<file path="src/rtl/pipe_stage_reg_if.sv">
// ---------------------------------------------------------------------------
// pipe_stage_reg_if
// Handshake and payload bundle between two pipeline stages.
//   slave  : the stage register itself (consumes in_*, produces out_*)
//   master : the surrounding logic (produces in_*, flush, out_ready)
// Signals:
//   flush                 synchronous kill of all held entries
//   in_valid / in_ready   upstream handshake
//   in_pc, in_instr       instruction PC and word
//   in_data               NUM_DATA packed channels, channel k at [k*DATA_W +: DATA_W]
//   in_exc, local_exc     earlier-stage and current-stage exception codes (0 = none)
//   in_bd                 branch-delay-slot flag
//   out_valid / out_ready downstream handshake
//   out_*                 head entry fields
//   out_count             entries held (0..2)
// ---------------------------------------------------------------------------
interface pipe_stage_reg_if #(
    parameter int unsigned DATA_W   = 32,
    parameter int unsigned NUM_DATA = 4,
    parameter int unsigned EXC_W    = 5
);
    logic                       flush;
    logic                       in_valid;
    logic                       in_ready;
    logic [31:0]                in_pc;
    logic [31:0]                in_instr;
    logic [NUM_DATA*DATA_W-1:0] in_data;
    logic [EXC_W-1:0]           in_exc;
    logic [EXC_W-1:0]           local_exc;
    logic                       in_bd;
    logic                       out_valid;
    logic                       out_ready;
    logic [31:0]                out_pc;
    logic [31:0]                out_instr;
    logic [NUM_DATA*DATA_W-1:0] out_data;
    logic [EXC_W-1:0]           out_exc;
    logic                       out_bd;
    logic [1:0]                 out_count;

    modport slave (
        input  flush, in_valid, in_pc, in_instr, in_data, in_exc, local_exc, in_bd, out_ready,
        output in_ready, out_valid, out_pc, out_instr, out_data, out_exc, out_bd, out_count
    );

    modport master (
        output flush, in_valid, in_pc, in_instr, in_data, in_exc, local_exc, in_bd, out_ready,
        input  in_ready, out_valid, out_pc, out_instr, out_data, out_exc, out_bd, out_count
    );
endinterface

</file>
<file path="src/rtl/pipe_stage_reg.sv">
// ---------------------------------------------------------------------------
// pipe_stage_reg
// Pipeline stage register used at every stage boundary of the MIPS core
// (D/E, E/M, M/W). Valid/ready handshake, optional two-entry skid buffer,
// synchronous flush that leaves a NOP bubble, and exception-code merging
// where an exception from an earlier stage wins over the local one.
// Ports:
//   clk    stage clock, rising edge
//   reset  asynchronous, active-high; clears all state
//   bus    pipe_stage_reg_if.slave (handshake, payload, flush, out_count)
// Parameters:
//   DATA_W, NUM_DATA  data channel width / count
//   EXC_W             exception code width
//   SKID              1: two entries, registered in_ready; 0: one entry,
//                     in_ready = !out_valid | out_ready
// ---------------------------------------------------------------------------
module pipe_stage_reg #(
    parameter int unsigned DATA_W   = 32,
    parameter int unsigned NUM_DATA = 4,
    parameter int unsigned EXC_W    = 5,
    parameter int unsigned SKID     = 1
) (
    input logic             clk,
    input logic             reset,
    pipe_stage_reg_if.slave bus
);
    localparam int unsigned DW = NUM_DATA * DATA_W;

    typedef struct packed {
        logic [31:0]      pc;
        logic [31:0]      instr;
        logic [DW-1:0]    data;
        logic [EXC_W-1:0] exc;
        logic             bd;
    } entry_t;

    // State value doubles as the occupancy count.
    typedef enum logic [1:0] {
        StEmpty = 2'd0,
        StOne   = 2'd1,
        StFull  = 2'd2
    } state_e;

    state_e r_state;
    logic   r_in_ready;
    entry_t r_main;
    entry_t r_skid;

    logic   w_out_valid;
    logic   w_in_ready;
    logic   w_in_fire;
    logic   w_out_fire;
    entry_t w_in_entry;

    assign w_out_valid = (r_state != StEmpty);
    // With the skid buffer in_ready comes straight from a flop, so there is
    // no combinational path from out_ready back upstream.
    assign w_in_ready  = (SKID != 0) ? r_in_ready : (!w_out_valid || bus.out_ready);
    assign w_in_fire   = bus.in_valid && w_in_ready && !bus.flush;
    assign w_out_fire  = w_out_valid && bus.out_ready;

    always_comb begin
        w_in_entry.pc    = bus.in_pc;
        w_in_entry.instr = bus.in_instr;
        w_in_entry.data  = bus.in_data;
        // An exception raised by an earlier instruction stage takes priority.
        w_in_entry.exc   = (bus.in_exc != '0) ? bus.in_exc : bus.local_exc;
        w_in_entry.bd    = bus.in_bd;
    end

    always_ff @(posedge clk or posedge reset) begin
        if (reset) begin
            r_state    <= StEmpty;
            r_in_ready <= 1'b1;
            r_main     <= '0;
            r_skid     <= '0;
        end else if (bus.flush) begin
            // Bubble keeps pc/bd so CP0 still sees a meaningful EPC/BD.
            r_state      <= StEmpty;
            r_in_ready   <= 1'b1;
            r_main.instr <= '0;
            r_main.data  <= '0;
            r_main.exc   <= '0;
        end else begin
            unique case (r_state)
                StEmpty: begin
                    if (w_in_fire) begin
                        r_main  <= w_in_entry;
                        r_state <= StOne;
                    end
                end
                StOne: begin
                    if (w_in_fire && w_out_fire) begin
                        r_main <= w_in_entry;
                    end else if (w_in_fire && (SKID != 0)) begin
                        r_skid     <= w_in_entry;
                        r_state    <= StFull;
                        r_in_ready <= 1'b0;
                    end else if (w_out_fire) begin
                        // Empty head reads as a NOP; pc/bd are left alone.
                        r_main.instr <= '0;
                        r_main.data  <= '0;
                        r_main.exc   <= '0;
                        r_state      <= StEmpty;
                    end
                end
                StFull: begin
                    if (w_out_fire) begin
                        r_main     <= r_skid;
                        r_state    <= StOne;
                        r_in_ready <= 1'b1;
                    end
                end
                default: begin
                    r_state    <= StEmpty;
                    r_in_ready <= 1'b1;
                end
            endcase
        end
    end

    assign bus.in_ready  = w_in_ready;
    assign bus.out_valid = w_out_valid;
    assign bus.out_count = r_state;
    assign bus.out_pc    = r_main.pc;
    assign bus.out_instr = r_main.instr;
    assign bus.out_data  = r_main.data;
    assign bus.out_exc   = r_main.exc;
    assign bus.out_bd    = r_main.bd;
endmodule

</file>
<file path="src/flat_wrapper.sv">
// flat-port wrapper written by rule: the top's interface ports become plain ports
module pipe_stage_reg_flat 
#(
    parameter int unsigned DATA_W   = 32,
    parameter int unsigned NUM_DATA = 4,
    parameter int unsigned EXC_W    = 5,
    parameter int unsigned SKID     = 1
)
  (clk, reset, bus_flush, bus_in_valid, bus_in_pc, bus_in_instr, bus_in_data, bus_in_exc, bus_local_exc, bus_in_bd, bus_out_ready, bus_in_ready, bus_out_valid, bus_out_pc, bus_out_instr, bus_out_data, bus_out_exc, bus_out_bd, bus_out_count);
  pipe_stage_reg_if #(.DATA_W(DATA_W), .NUM_DATA(NUM_DATA), .EXC_W(EXC_W)) bus_i ();
  input logic clk;
  input logic reset;
  input wire logic [$bits(bus_i.flush)-1:0] bus_flush;
  input wire logic [$bits(bus_i.in_valid)-1:0] bus_in_valid;
  input wire logic [$bits(bus_i.in_pc)-1:0] bus_in_pc;
  input wire logic [$bits(bus_i.in_instr)-1:0] bus_in_instr;
  input wire logic [$bits(bus_i.in_data)-1:0] bus_in_data;
  input wire logic [$bits(bus_i.in_exc)-1:0] bus_in_exc;
  input wire logic [$bits(bus_i.local_exc)-1:0] bus_local_exc;
  input wire logic [$bits(bus_i.in_bd)-1:0] bus_in_bd;
  input wire logic [$bits(bus_i.out_ready)-1:0] bus_out_ready;
  output wire logic [$bits(bus_i.in_ready)-1:0] bus_in_ready;
  output wire logic [$bits(bus_i.out_valid)-1:0] bus_out_valid;
  output wire logic [$bits(bus_i.out_pc)-1:0] bus_out_pc;
  output wire logic [$bits(bus_i.out_instr)-1:0] bus_out_instr;
  output wire logic [$bits(bus_i.out_data)-1:0] bus_out_data;
  output wire logic [$bits(bus_i.out_exc)-1:0] bus_out_exc;
  output wire logic [$bits(bus_i.out_bd)-1:0] bus_out_bd;
  output wire logic [$bits(bus_i.out_count)-1:0] bus_out_count;
  assign bus_i.flush = bus_flush;
  assign bus_i.in_valid = bus_in_valid;
  assign bus_i.in_pc = bus_in_pc;
  assign bus_i.in_instr = bus_in_instr;
  assign bus_i.in_data = bus_in_data;
  assign bus_i.in_exc = bus_in_exc;
  assign bus_i.local_exc = bus_local_exc;
  assign bus_i.in_bd = bus_in_bd;
  assign bus_i.out_ready = bus_out_ready;
  assign bus_in_ready = bus_i.in_ready;
  assign bus_out_valid = bus_i.out_valid;
  assign bus_out_pc = bus_i.out_pc;
  assign bus_out_instr = bus_i.out_instr;
  assign bus_out_data = bus_i.out_data;
  assign bus_out_exc = bus_i.out_exc;
  assign bus_out_bd = bus_i.out_bd;
  assign bus_out_count = bus_i.out_count;
  pipe_stage_reg #(.DATA_W(DATA_W), .NUM_DATA(NUM_DATA), .EXC_W(EXC_W), .SKID(SKID)) u_core (.clk(clk), .reset(reset), .bus(bus_i));
endmodule
</file>
<file path="config.mk">
export PLATFORM = sky130hd
export DESIGN_NAME = pipe_stage_reg_flat
export DESIGN_NICKNAME = d
export VERILOG_FILES = /design/src/rtl/pipe_stage_reg_if.sv /design/src/rtl/pipe_stage_reg.sv /design/src/flat_wrapper.sv
export SDC_FILE = /design/constraint.sdc
export NUM_CORES = 1
export LEC_CHECK = 0
export BUFFER_PORTS_ARGS = -buffer_cell sky130_fd_sc_hd__buf_2
export CORE_MARGIN = 3
export CORE_UTILIZATION = 51
export DETAILED_ROUTE_END_ITERATION = 7
export PLACE_DENSITY = 0.76
export SETUP_SLACK_MARGIN = 0.4
export SLEW_MARGIN = 20
export SYNTH_ARGS = -nofsm -noshare
export SYNTH_HDL_FRONTEND = slang
export SYNTH_SLANG_ARGS = --single-unit
</file>
<file path="constraint.sdc">
create_clock -name clk -period 18.3 [get_ports clk]
set_clock_uncertainty 0.05 [all_clocks]
set_input_delay 3.66 -clock clk [delete_from_list [all_inputs] [get_ports clk]]
set_output_delay 3.66 -clock clk [all_outputs]
set_load 0.05 [all_outputs]
</file>
==> results of run 1 <==
-- final cells by class --
| cell class | instances | area (um^2) | area share |
|---|---|---|---|
| antenna | 12 | 30.0 | 0.00148 |
| timing repair buffer | 428 | 2210 | 0.109 |
| clock buffer | 61 | 1210 | 0.0599 |
| inverter | 11 | 56.3 | 0.00278 |
| sequential | 399 | 9990 | 0.493 |
| multi-input combinational | 799 | 6080 | 0.300 |
| clock inverter | 13 | 150 | 0.00741 |
| tap | 435 | 544 | 0.0269 |
-- cell families (layout without fill, tap and decap cells) --
| logic type | after synthesis | count (layout) |
|---|---|---|
| muxes | 227 | 227 |
| and+or+nand+nor | 183 | 183 |
| adders and majority gates | 4 | 4 |
| AOI/OAI and AO/OA | 385 | 385 |
| buffers and inverters | 135 | 513 |
| other | 0 | 12 |
| DFF | 399 | 399 |
-- metrics by stage --
step | hold slack (ns) | cell area, um^2
2_1_floorplan | 0.404 | 16600
3_3_place_gp | 0.408 | 18800
3_5_place_dp | 0.418 | 18800
4_1_cts | 0.434 | 20200
5_1_grt | 0.447 | 20300
6_report | 0.432 | 20300
-- power breakdown --
group | leakage [nW] | internal (mW) | switching [mW]
clock network | 0.672 | 0.502 | 0.339
logic | 4.00 | 0.381 | 0.914
registers | 5.07 | 1.24 | 0.184
-- layer usage --
layer,up-vias,part of all wire,global-route usage
li1,5677,-,-
met1,6284,0.40,0.313
met2,474,0.49,0.389
met3,99,0.075,0.0601
met4,8,0.034,0.0960
met5,-,0.00083,0
-- flip-flops by register name (all words and copies together) (netlist names) --
register and count:
u_core.bus.in_ready 1, u_core.bus.out_count 2, u_core.bus.out_data 128, u_core.bus.out_instr 32, u_core.r_skid 198, u_core.bus.out_bd 1
u_core.bus.out_pc 32, u_core.bus.out_exc 5
-- worst max-delay path: cells and delay by family --
family / cells / cell delay, ns
AND/OR/NAND/NOR: 1 / 0.11
buffers and inverters: 5 / 2.35
AO/OA/AOI/OAI: 1 / 0.26
-- worst max path at each step --
stage | startpoint | end | slack, ns | cells after the start
2_1_floorplan | reset | u_core.bus.out_bd | 3.50 | 1
3_3_place_gp | bus_flush | u_core.bus.out_data[114] | 11.71 | 6
3_5_place_dp | bus_flush | u_core.bus.out_data[84] | 11.61 | 6
4_1_cts | bus_flush | u_core.bus.out_data[92] | 12.04 | 6
5_1_grt | bus_flush | u_core.bus.out_data[92] | 11.97 | 7
6_report | bus_flush | u_core.bus.out_data[92] | 12.24 | 7
-- synthesized netlist by cell type --
master,instances
nand2b_4,1
o21ai_0,130
a21boi_2,1
nor2_1,8
buf_2,31
inv_1,10
a31o_1,1
or2_1,1
a31oi_1,4
nor4b_4,1
a221oi_1,1
o41ai_1,1
nor3b_1,1
dfrtp_1,398
a22o_1,33
buf_4,10
inv_2,1
mux2_2,88
nor4_1,1
dfstp_2,1
a221o_1,1
and4b_1,1
ha_1,4
nand2_1,164
nand3_1,1
buf_1,3
a22oi_1,1
nor3_1,2
o21a_1,1
o21ai_1,32
a21oi_1,8
clkbuf_1,80
a211o_1,1
a32oi_1,165
mux2_1,139
o31ai_1,5
or2_2,1
and2_1,1
==> results.md, run 1 <==
- Reg2Reg Setup Slack: 14.57 ns
- Adder-cell share of the synthesized area: 0.00301
- Die width: 187 um
- Compound-Gate Fraction of Synth Area: 0.163
- Initial Utilization: 0.522
- Status: complete, no violations
- Synth Area per Inst: 12.5 um^2
- Number of global-route vias before repair: 12678
- Total design power: 3.56 mW
- Final Cycle Share: 0.331
- Slowest cell on crit path: buf_4
- Setup WS post-layout: 12.24 ns
- P_leak: 9.75 nW
- Cell Pwr Density: 175 nW/um^2
- Routed WL: 43400 um
- First-pass GRT wire length: 69200 um
- Final-report hold violation count: 0
- Worst Path Required: 18.66 ns
- Cells resized by post-CTS repair: 0
- Synth cell types: 38
- Worst-path fanout max: 119
- Hold_sp: u_core.r_skid[157]
- Syn Nets: 1545
- Detail Route Antenna Nets: 0
- Nets: 1893
- Starting DRC count in detailed routing: 1133
- Worst-margin pin slew: 1.11 ns
- Grt ovf: 0
- # IOs: 410
- Post-CTS Setup Inserts: 0
- Reg2reg start: u_core.bus.out_count[0]
- Placed cells: 2071
- Synth Warn #: 0
- Share of the synthesized area in the top cell type: 0.599
- VDD IR max: 114 uV
- Max-slew violation count: 0
- Hold path cells: 2
- DRC errors left: 0
- Biggest area consumer among synthesized cells: dfrtp_1
- Crit path launch type: input pin
- Mux cell area share after synthesis: 0.154
- Clk slew on worst S/H paths: 0.06 ns
- Worst Setup Path Type: in2reg
- Routed WL per cell: 20.1 um
- Layout area overhead: 21.9%
- # Max-Cap Violations: 0
- Max Root-Sink Buffers: 3
- Final GP Congestion: 0.824
- Syn Inst Count: 1333
- Vias post-DR: 12542
- Cells on worst reg2reg path: 7
- Fmax: 0.165 GHz
- TNS Setup: 0 ns
- Vias per cell: 5.81
- Most used cell, CP: buf_4
- Sequential area share after synthesis: 0.600
- Commonest non-fill, non-tap cell in the layout: buf_2
- Clock root buffer: clkbuf_16
- Die ar.: 34800 um^2
- Slowest cell delay on critical path: 0.84 ns
- Commonest non-fill, non-tap cells in the layout: buf_2 (409), dfrtp_1 (398), a32oi_1 (165)
- Initial DRT Pass Iterations: 7
- Pre-CTS WS: 11.61 ns
- Clock sink total: 399
- CP endpoint kind: flip-flop
- Largest family of logic cells by synthesized area: compound AO/OA/AOI/OAI gates
- Min-Delay Endpoint: u_core.bus.out_instr[23]
- CP Data Arrival Time: 6.42 ns
- Hold Buf Count CTS: 0
- RSZ-0062 raised after global routing: false
- GR Util All Layers: 0.240
- Largest net degree at the start of global routing: 137
- Initial antenna violation count: 16
- Fillers: 2479
- Worst path cell trace: buf_2 > inv_8 > buf_4 > buf_4 > buf_16 > nand2_1 > o21ai_0
- Synth top area cells: dfrtp_1 (60%), mux2_1 (9.4%), a32oi_1 (8.7%)
- Total CTS buffers: 42
- CTS tree: yes
- #FFs+latches synth: 399
- Port buffer count: 409
- Minimum clock period: 6.06 ns
- Core Region: 31900 um^2
- R2R Path End: u_core.bus.out_data[92]
- Slew HR: 0.262
- Clk_lat worst skew: 0.52 ns
- Die height: 187 um
- Row count: 65
- Simple-Gate Fraction of Synth Area: 0.0445
- Fin cells: 2158
- Layout cells sized above 1: 0.345
- Fin util: 0.636
- Final setup vio count: 0
- XOR/XNOR Fraction of Synth Area: 0
- Post-Syn Area: 16600 um^2
- Detailed Place HPWL: 27600 um
- Hold WC Path Type: reg2reg
- Htree depth: 2
Power figures use the tool's default switching activity.
==> run 2: changes to the inputs <==
- clock period: 18.3 -> 6 ns (I/O delays scaled with it)
==> results.md, run 2 (synthesis gave the netlist of run 1 again) <==
- Die ar.: 34800 um^2 (unchanged)
- Int Power: 6.53 mW (+210%)
- P_leak: 9.77 nW (+0.23%)
- Starting DRC count in detailed routing: 1007 (-11%)
- Total CTS buffers: 44 (+4.8%)
- Sequential Power Share: 0.396 (-0.003)
- Routed WL per cell: 20.4 um (+1.5%)
- VDD IR max: 346 uV (+200%)
- Number of global-route vias before repair: 12820 (+1.1%)
- Total design power: 10.9 mW (+210%)
- Max-slew violation count: 0 (unchanged)
- Cells resized by post-CTS repair: 0 (unchanged)
- Pre-CTS WS: 2.14 ns (-9.47 ns)
- Port buffer count: 409 (unchanged)
- CP Data Arrival Time: 3.99 ns (-2.43 ns)
- Vias post-DR: 12650 (+0.86%)
- Largest net degree at the start of global routing: 166 (+21%)
- DRC errors left: 0 (unchanged)
- Most used cell, CP: buf_4
- Layout cells sized above 1: 0.344 (-0.00117)
- Worst Path Required: 6.38 ns (-12.28 ns)
- Routed WL: 43900 um (+1.2%)
- Worst-margin pin slew: 0.944 ns (-0.162 ns)
- # IOs: 410 (unchanged)
- Layout area overhead: 22.3%
- Die height: 187 um (unchanged)
- Minimum clock period: 3.61 ns
- Fin util: 0.638 (+0.00216)
- Grt ovf: 0 (unchanged)
- Number of buffers and inverters on the critical path: 3 (-2)
- RSZ-0062 raised after global routing: false
- Status: complete, no violations
- CP endpoint kind: flip-flop
- Detail Route Antenna Nets: 0 (unchanged)
- Initial Utilization: 0.522 (unchanged)
- Htree depth: 2 (unchanged)
- Initial antenna violation count: 12 (-4)
- Delay-heaviest family, CP: buffers and inverters
- Hold WC Path Type: reg2reg
- Final-report hold violation count: 0 (unchanged)
- Comb pwr share: 0.364 (about the same)
- Slew HR: 0.371 (+0.108)
- Fmax: 0.277 GHz
- Core Region: 31900 um^2 (unchanged)
- Row count: 65 (unchanged)
- Nets: 1891 (-0.11%)
- Hold Buf Count CTS: 0 (unchanged)
- Clock root buffer: clkbuf_16
- Detailed Place HPWL: 27700 um (+0.61%)
- Max Root-Sink Buffers: 3 (unchanged)
- Flip-flop count of the largest register after layout: 198 (unchanged)
- Slowest cell delay on critical path: 0.85 ns (about the same)
- Initial DRT Pass Iterations: 5 (-2)
- Final GP Congestion: 0.867 (+5.3%)
- First-pass GRT wire length: 70200 um (+1.5%)
- Clk slew on worst S/H paths: 0.06 ns (about the same)
- Commonest non-fill, non-tap cells in the layout: buf_2 (409), dfrtp_1 (398), a32oi_1 (165)
- Clock sink total: 399 (unchanged)
- # Max-Cap Violations: 0 (unchanged)
- Worst-path fanout max: 79 (-34%)
- Die width: 187 um (unchanged)
- Worst Setup Path Type: reg2reg
- Worst path cell trace: inv_1 > ha_1 > nand2b_4 > mux2_4 > buf_4 > buf_4 > a32oi_1 > o21ai_0
- CTS tree: yes
- Post-CTS Setup Inserts: 0 (unchanged)
- Sw frac: 0.402 (-0.00197)
- GR Util All Layers: 0.244 (+0.00359)
- Vias per cell: 5.88 (+1.2%)
- Final Cycle Share: 0.602
- Setup WS post-layout: 2.39 ns (-9.85 ns)
- Switching power total: 4.39 mW (+210%)
- Clk_lat worst skew: 0.52 ns (about the same)
- Clock share of power: 0.240 (+0.003)
- Most flops, register: u_core.r_skid
- Crit path launch type: flip-flop
- Cell Pwr Density: 537 nW/um^2 (+210%)
- Commonest non-fill, non-tap cell in the layout: buf_2
- Slowest cell on crit path: buf_4
- Final setup vio count: 0 (unchanged)
==> run 2: worst min-delay path: cells and delay by family, from the launching register on <==
family | cells | cell delay, ns
DFF | 1 | 0.33
AOI/OAI and AO/OA | 2 | 0.11
==> run 2: power by group through the flow <==
stage          combinational [mW]  clock, mW  sequential [mW]
3_3_place_gp                 3.91          0             4.27
2_1_floorplan                1.58          0             5.66
6_report                     3.97       2.62             4.32
4_1_cts                      4.00       2.68             4.31
5_1_grt                      4.22       2.80             4.44
3_5_place_dp                 3.99          0             4.35
==> run 2: metal layers <==
| layer | global-route usage | vias to the layer above | part of all wire |
|---|---|---|---|
| met4 | 0.0846 | 12 | 0.034 |
| met1 | 0.310 | 6341 | 0.39 |
| met2 | 0.405 | 513 | 0.49 |
| li1 | - | 5681 | - |
| met5 | 0 | - | 0.0019 |
| met3 | 0.0682 | 103 | 0.081 |
==> run 2: stage by stage <==
stage / area (um^2) / setup TNS (ns) / cells / hold slack (ns)
finish: 20300 / 0 / 2151 / 0.430
global route: 20300 / 0 / 2151 / 0.443
floorplan: 16600 / -247.14 / 1333 / 0.404
CTS: 20300 / 0 / 2146 / 0.432
global placement: 18900 / 0 / 2068 / 0.409
detailed placement: 18900 / 0 / 2068 / 0.422
==> run 2: cell type report <==
| type | count | area, um^2 |
|---|---|---|
| Antenna cell | 5 | 12.5 |
| Clock buffer | 68 | 1310 |
| Clock inverter | 10 | 104 |
| Fill cell | 2511 | 11500 |
| Inverter | 11 | 52.6 |
| Multi-Input combinational cell | 799 | 6080 |
| Sequential cell | 399 | 9990 |
| Tap cell | 435 | 544 |
| Timing Repair Buffer | 424 | 2250 |
==> run 2: worst paths after layout <==
kind,start,slack (ns),end,depth (start not counted)
setup / recovery,u_core.bus.out_count[0],2.39,u_core.bus.out_instr[16],8
hold / removal,u_core.r_skid[58],0.43,u_core.bus.out_data[52],2
setup reg to reg,u_core.bus.out_count[0],2.39,u_core.bus.out_instr[16],8
hold reg to reg,u_core.r_skid[58],0.43,u_core.bus.out_data[52],2
max in group asynchronous,reset,4.28,u_core.r_skid[89],3
min in group asynchronous,reset,0.82,u_core.bus.out_data[20],3
